<file path="config.mk">
export PLATFORM = sky130hd
export DESIGN_NAME = encoder83_scan
export DESIGN_NICKNAME = d
export VERILOG_FILES = /design/src/rtl/encoder83_scan.sv
export SDC_FILE = /design/constraint.sdc
export NUM_CORES = 1
export LEC_CHECK = 0
export CELL_PAD_IN_SITES_DETAIL_PLACEMENT = 1
export CELL_PAD_IN_SITES_GLOBAL_PLACEMENT = 1
export CORE_MARGIN = 2
export CORE_UTILIZATION = 40
export CTS_BUF_LIST = sky130_fd_sc_hd__clkbuf_4 sky130_fd_sc_hd__clkbuf_8 sky130_fd_sc_hd__clkbuf_16
export DETAILED_ROUTE_END_ITERATION = 8
export PLACE_DENSITY = 0.71
export SLEW_MARGIN = 20
export SYNTH_ARGS = -nofsm -noshare
export SYNTH_HDL_FRONTEND = slang
export SYNTH_SLANG_ARGS = --single-unit
</file>
<file path="constraint.sdc">
create_clock -name i_clk -period 2.83 [get_ports i_clk]
set_input_delay 0.566 -clock i_clk [delete_from_list [all_inputs] [get_ports i_clk]]
set_output_delay 0.566 -clock i_clk [all_outputs]
set_load 0.1 [all_outputs]
</file>
<file path="src/rtl/encoder83_scan.sv">
// -----------------------------------------------------------------------------
// encoder83_scan
//
// Sequential 8-to-3 encoder (inverse of a 3-8 decoder). Eight raw key/strobe
// lines are synchronised, debounced, and priority-encoded into a 3-bit index.
// Each accepted press produces exactly one event, and the next event needs a
// debounced release first, so a key held down never auto-repeats.
//
// Handshake: o_valid/o_sel/o_multi form one event. Once o_valid rises, all
// three outputs hold steady until a rising edge samples i_ready high with
// o_valid high. That edge transfers the event and drops o_valid. i_ready has
// no effect while o_valid is low.
//
// Parameters:
//   DEBOUNCE_CYC  stable cycles needed to accept a press and a release (1..255)
//   CNT_W         debounce counter width, 2**CNT_W > DEBOUNCE_CYC
//
// Ports:
//   i_clk    rising-edge clock
//   i_rst_n  synchronous active-low reset
//   i_y      raw line inputs, asynchronous to i_clk
//   i_opt    line polarity: 0 = active-low, 1 = active-high (quasi-static)
//   i_ready  consumer accepts the event
//   o_sel    index of the lowest-numbered active line in the accepted vector
//   o_multi  two or more lines were active in the accepted vector
//   o_valid  event present
// -----------------------------------------------------------------------------
module encoder83_scan #(
  parameter int DEBOUNCE_CYC = 16,
  parameter int CNT_W        = 8
) (
  input  logic       i_clk,
  input  logic       i_rst_n,
  input  logic [7:0] i_y,
  input  logic       i_opt,
  input  logic       i_ready,
  output logic [2:0] o_sel,
  output logic       o_multi,
  output logic       o_valid
);

  localparam logic [1:0] ST_IDLE     = 2'd0;
  localparam logic [1:0] ST_DEBOUNCE = 2'd1;
  localparam logic [1:0] ST_PRESENT  = 2'd2;
  localparam logic [1:0] ST_HOLD     = 2'd3;

  localparam logic [CNT_W-1:0] CNT_LAST = CNT_W'(DEBOUNCE_CYC - 1);

  logic [7:0]       r_s1;
  logic [7:0]       r_s2;
  logic [1:0]       r_state;
  logic [CNT_W-1:0] r_cnt;
  logic [7:0]       r_cand;
  logic [2:0]       r_sel;
  logic             r_multi;
  logic             r_valid;

  logic [7:0]       w_v;
  logic             w_cnt_done;
  logic [2:0]       w_enc_sel;
  logic             w_enc_multi;

  // A 1 in w_v always means "line active", whatever the polarity.
  assign w_v        = i_opt ? r_s2 : ~r_s2;
  assign w_cnt_done = (r_cnt == CNT_LAST);

  // Bit 0 has the highest priority. The loop runs from the top bit down so
  // that the last match it records is the lowest set bit.
  always_comb begin
    w_enc_sel = 3'd0;
    for (int i = 7; i >= 0; i--) begin
      if (r_cand[i]) w_enc_sel = 3'(i);
    end
  end

  // Clearing the lowest set bit leaves a nonzero value only if two or more
  // bits were set.
  assign w_enc_multi = |(r_cand & (r_cand - 8'd1));

  always_ff @(posedge i_clk) begin
    if (!i_rst_n) begin
      // Loading the inactive level makes the first normalised vector after
      // reset read as "no line active".
      r_s1    <= {8{~i_opt}};
      r_s2    <= {8{~i_opt}};
      r_state <= ST_IDLE;
      r_cnt   <= '0;
      r_cand  <= '0;
      r_sel   <= 3'd0;
      r_multi <= 1'b0;
      r_valid <= 1'b0;
    end else begin
      r_s1 <= i_y;
      r_s2 <= r_s1;

      case (r_state)
        ST_IDLE: begin
          if (w_v != 8'd0) begin
            r_state <= ST_DEBOUNCE;
            r_cand  <= w_v;
            r_cnt   <= '0;
          end
        end

        ST_DEBOUNCE: begin
          if (w_v == 8'd0) begin
            r_state <= ST_IDLE;
          end else if (w_v != r_cand) begin
            // A different key set restarts the count with the new vector.
            r_cand <= w_v;
            r_cnt  <= '0;
          end else if (w_cnt_done) begin
            r_state <= ST_PRESENT;
            r_sel   <= w_enc_sel;
            r_multi <= w_enc_multi;
            r_valid <= 1'b1;
          end else begin
            r_cnt <= r_cnt + CNT_W'(1);
          end
        end

        ST_PRESENT: begin
          // The event is frozen here. Input changes are ignored until the
          // consumer takes it.
          if (i_ready) begin
            r_state <= ST_HOLD;
            r_valid <= 1'b0;
            r_cnt   <= '0;
          end
        end

        ST_HOLD: begin
          // Any activity restarts the release count. This is what stops a
          // held key from producing repeat events.
          if (w_v != 8'd0) begin
            r_cnt <= '0;
          end else if (w_cnt_done) begin
            r_state <= ST_IDLE;
          end else begin
            r_cnt <= r_cnt + CNT_W'(1);
          end
        end

        default: r_state <= ST_IDLE;
      endcase
    end
  end

  assign o_sel   = r_sel;
  assign o_multi = r_multi;
  assign o_valid = r_valid;

endmodule

</file>
==> impl_results.md <==
- Global-route wire length before repair: approximately 8000 um
- Net Sw Frac: 28.27%
- Clk slew on worst S/H paths: about 0.080 ns
- Post-Syn Area: roughly 0.0019 mm^2
- Seq/Total Area, Yosys: 40.84%
- GRT Overall Usage: between 10% and 20%
- Int Power: between 800 and 900 uW
- CTS tree: built
- Die X: 73.14 um
- Outcome: completed
- Top_reg_cell synth: dfxtp_1
- CP Max Fanout: 16
- Postcts setup bufs: 0
- Vias: approximately 1600
- Setup TNS: 0 ns
- Fin crit share: a little over four fifths
- Pwr/cell area: roughly 530 mW/mm^2
- Sw power: 327.7 uW
- Drt pass-1 iters: 4
- Largest cells by area after synthesis: dfxtp_1, xor2_1, a21o_1
- Routed WL per cell: ~17 um
- Grt peak-use layer: met2
- Port bufs: 16
- Number of global-route vias before repair: approximately 1700
- Post-synth ARST share: 0%
- CTS Hold Bufs: 0
- CTS Buffer Depth: 2
- I/O pin total: 17
- Final min period: roughly 2.4 ns
- Relative slew slack: 37.83%
- Worst Hold Class: flip-flop to flip-flop
- VDD IR-drop max: between 0.0003 and 0.0004 V
- Top-count cell post-synth: dfxtp_1
- Leak: between 0.9 and 1 nW
- Met3 usage: 5.387%
- Synth cell count leaders: dfxtp_1, nor2_1, xor2_1
- Max-cap violation count: 0
- Largest net degree at the start of global routing: 18
- Final hold vios: 0
- Post-synthesis average cell area: 8.892 um^2
- Iteration-0 DRC Markers: 42
- Unrepaired setup endpoints after global routing: false
- Post-route DRC: 0
- Gate power share: approximately 13%
- Crit path DAT: between 2 and 3 ns
- Worst slew pin tran: roughly 0.93 ns
- Distinct cells, synth: 42
- Global route overflow: 0
- Root Buffer Master: clkbuf_8
- Startpoint types: input port
- CTS sink count: 39
- Worst-skew pair later-pin latency: roughly 0.30 ns
- Total power: between 1 and 1.5 mW
- Yosys reg bits: 39
- Synth Warn #: 0
- Power share of the clock group: 33.0%
- Final Net Count: about 250
- Total CTS buffers: 5
- # diodes: 0
- Num rows: 25
- Die Y: 73.14 um
- Fmax: roughly 420 MHz
- Final slew viol count: 0
- Synth top area share: approximately 41%
- Final ANT Viol Nets: 0
- Setup Skew: approximately 0.004 ns
- Die area: about 0.0053 mm^2
- Seq pwr share: 54.1%
- Met1 Use GR: between 20% and 30%
- Share of cells above drive strength 1: 11.54%
- Setup CP Type: input port to flip-flop
- Net Count, Synth: around 230
- H-tree depth: 2
- Met2 usage: 32.03%
- Antenna violations before repair: 0
- Final setup fails: 0
- Core area: 0.004661 mm^2
- Required @ worst endpoint: between 3 and 4 ns
- Initial core utilization: between 40 and 50%
- Dpl hpwl: about 3400 um
- R2r setup slk: roughly 0.58 ns
- Resized cells post-CTS: 0
- EDFF count, synth: 0
- CP endpoint kind: flip-flop
- P&R area growth vs syn: 14.92%
- Vias/cell: 5.670
- Routed Wire Length: approximately 4800 um
- Syn Inst Count: ~220
- Routability congestion estimate: 0.8174
- Area leader, netlist: dfxtp_1
-- flip-flops by register name (all words and copies together), names as in the netlist, named ones only --
signal	flops
o_multi	1
r_s2	8
r_s1	8
r_state	1
r_cnt	8
o_sel	3
r_cand	8
o_valid	1
-- logic make-up after synthesis --
| group | synth area share, % |
|---|---|
| and+or+nand+nor | 21.07 |
| AOI/OAI and AO/OA | 19.37 |
| DFF | 40.84 |
| xor gates and xnor gates | 9.162 |
| buffers and inverters | 4.711 |
| muxes | 3.665 |
| adders and majority gates | 1.178 |
-- worst max-delay path: stages --
cell and delay, ns:
clkdlybuf4s50_1 0.53, and4b_1 0.22, mux2i_1 0.22, or2_2 0.22, nand2_1 0.09, buf_4 0.18
or3_1 0.38, a21oi_1 0.17
-- metal layers --
metal	vias up	part of all wire, %
li1	803	-
met1	782	44
met2	32	49
met3	16	3.6
met4	0	3.0
met5	-	0
-- placed cells by master, fill, tap and decap left out, types with 6 or more instances in the layout --
cell / instances
o21ai_0: 10
or3_1: 9
nor2_1: 17
a21oi_1: 13
clkdlybuf4s50_1: 11
nor3_1: 6
mux2i_1: 7
xor2_1: 17
a21o_1: 16
nand2_1: 15
buf_4: 12
dfxtp_1: 39
-- final timing paths --
check	depth (start not counted)	start	endpoint
worst max register to register	7	r_cand[5]$_SDFFE_PN0P_	r_cnt[5]$_SDFFE_PN0P_
worst min register to register	1	r_s1[4]$_DFF_P_	r_s2[4]$_DFF_P_
worst max-delay path	8	i_opt	r_cand[5]$_SDFFE_PN0P_
worst min-delay path	1	r_s1[4]$_DFF_P_	r_s2[4]$_DFF_P_
-- cell type report --
cell class              instances  area (um^2)
inverters                       5        18.77
multi-input cells             159         1041
clock inverters                 3        20.02
repair buffers                 23        200.2
fillers                       538         2464
flip-flops and latches         39        780.7
clock buffers                   5        68.82
well taps                      54        67.56
-- power groups by stage --
stage                     clock, mW  combinational, mW  sequential [mW]
after floorplan                   0              0.119            0.619
after global placement            0              0.140            0.637
after detailed placement          0              0.147            0.640
after CTS                     0.394              0.151            0.627
after global routing          0.417              0.167            0.634
final                         0.382              0.149            0.627
-- per-stage QoR --
stage          area (um^2)  std cells  util, %  setup slack [ns]  hold slack (ns)
6_report              2197        288    47.14            0.4728           0.4392
5_1_grt               2197        288    47.14            0.2885           0.4559
4_1_cts               2197        288    47.14            0.1518           0.4445
3_5_place_dp          2108        280    45.23           -0.1652           0.4217
3_3_place_gp          2108        280    45.23          0.005357           0.4140
2_1_floorplan         1912        215        -            0.8010           0.4078
(Power assumes the default switching activity.)
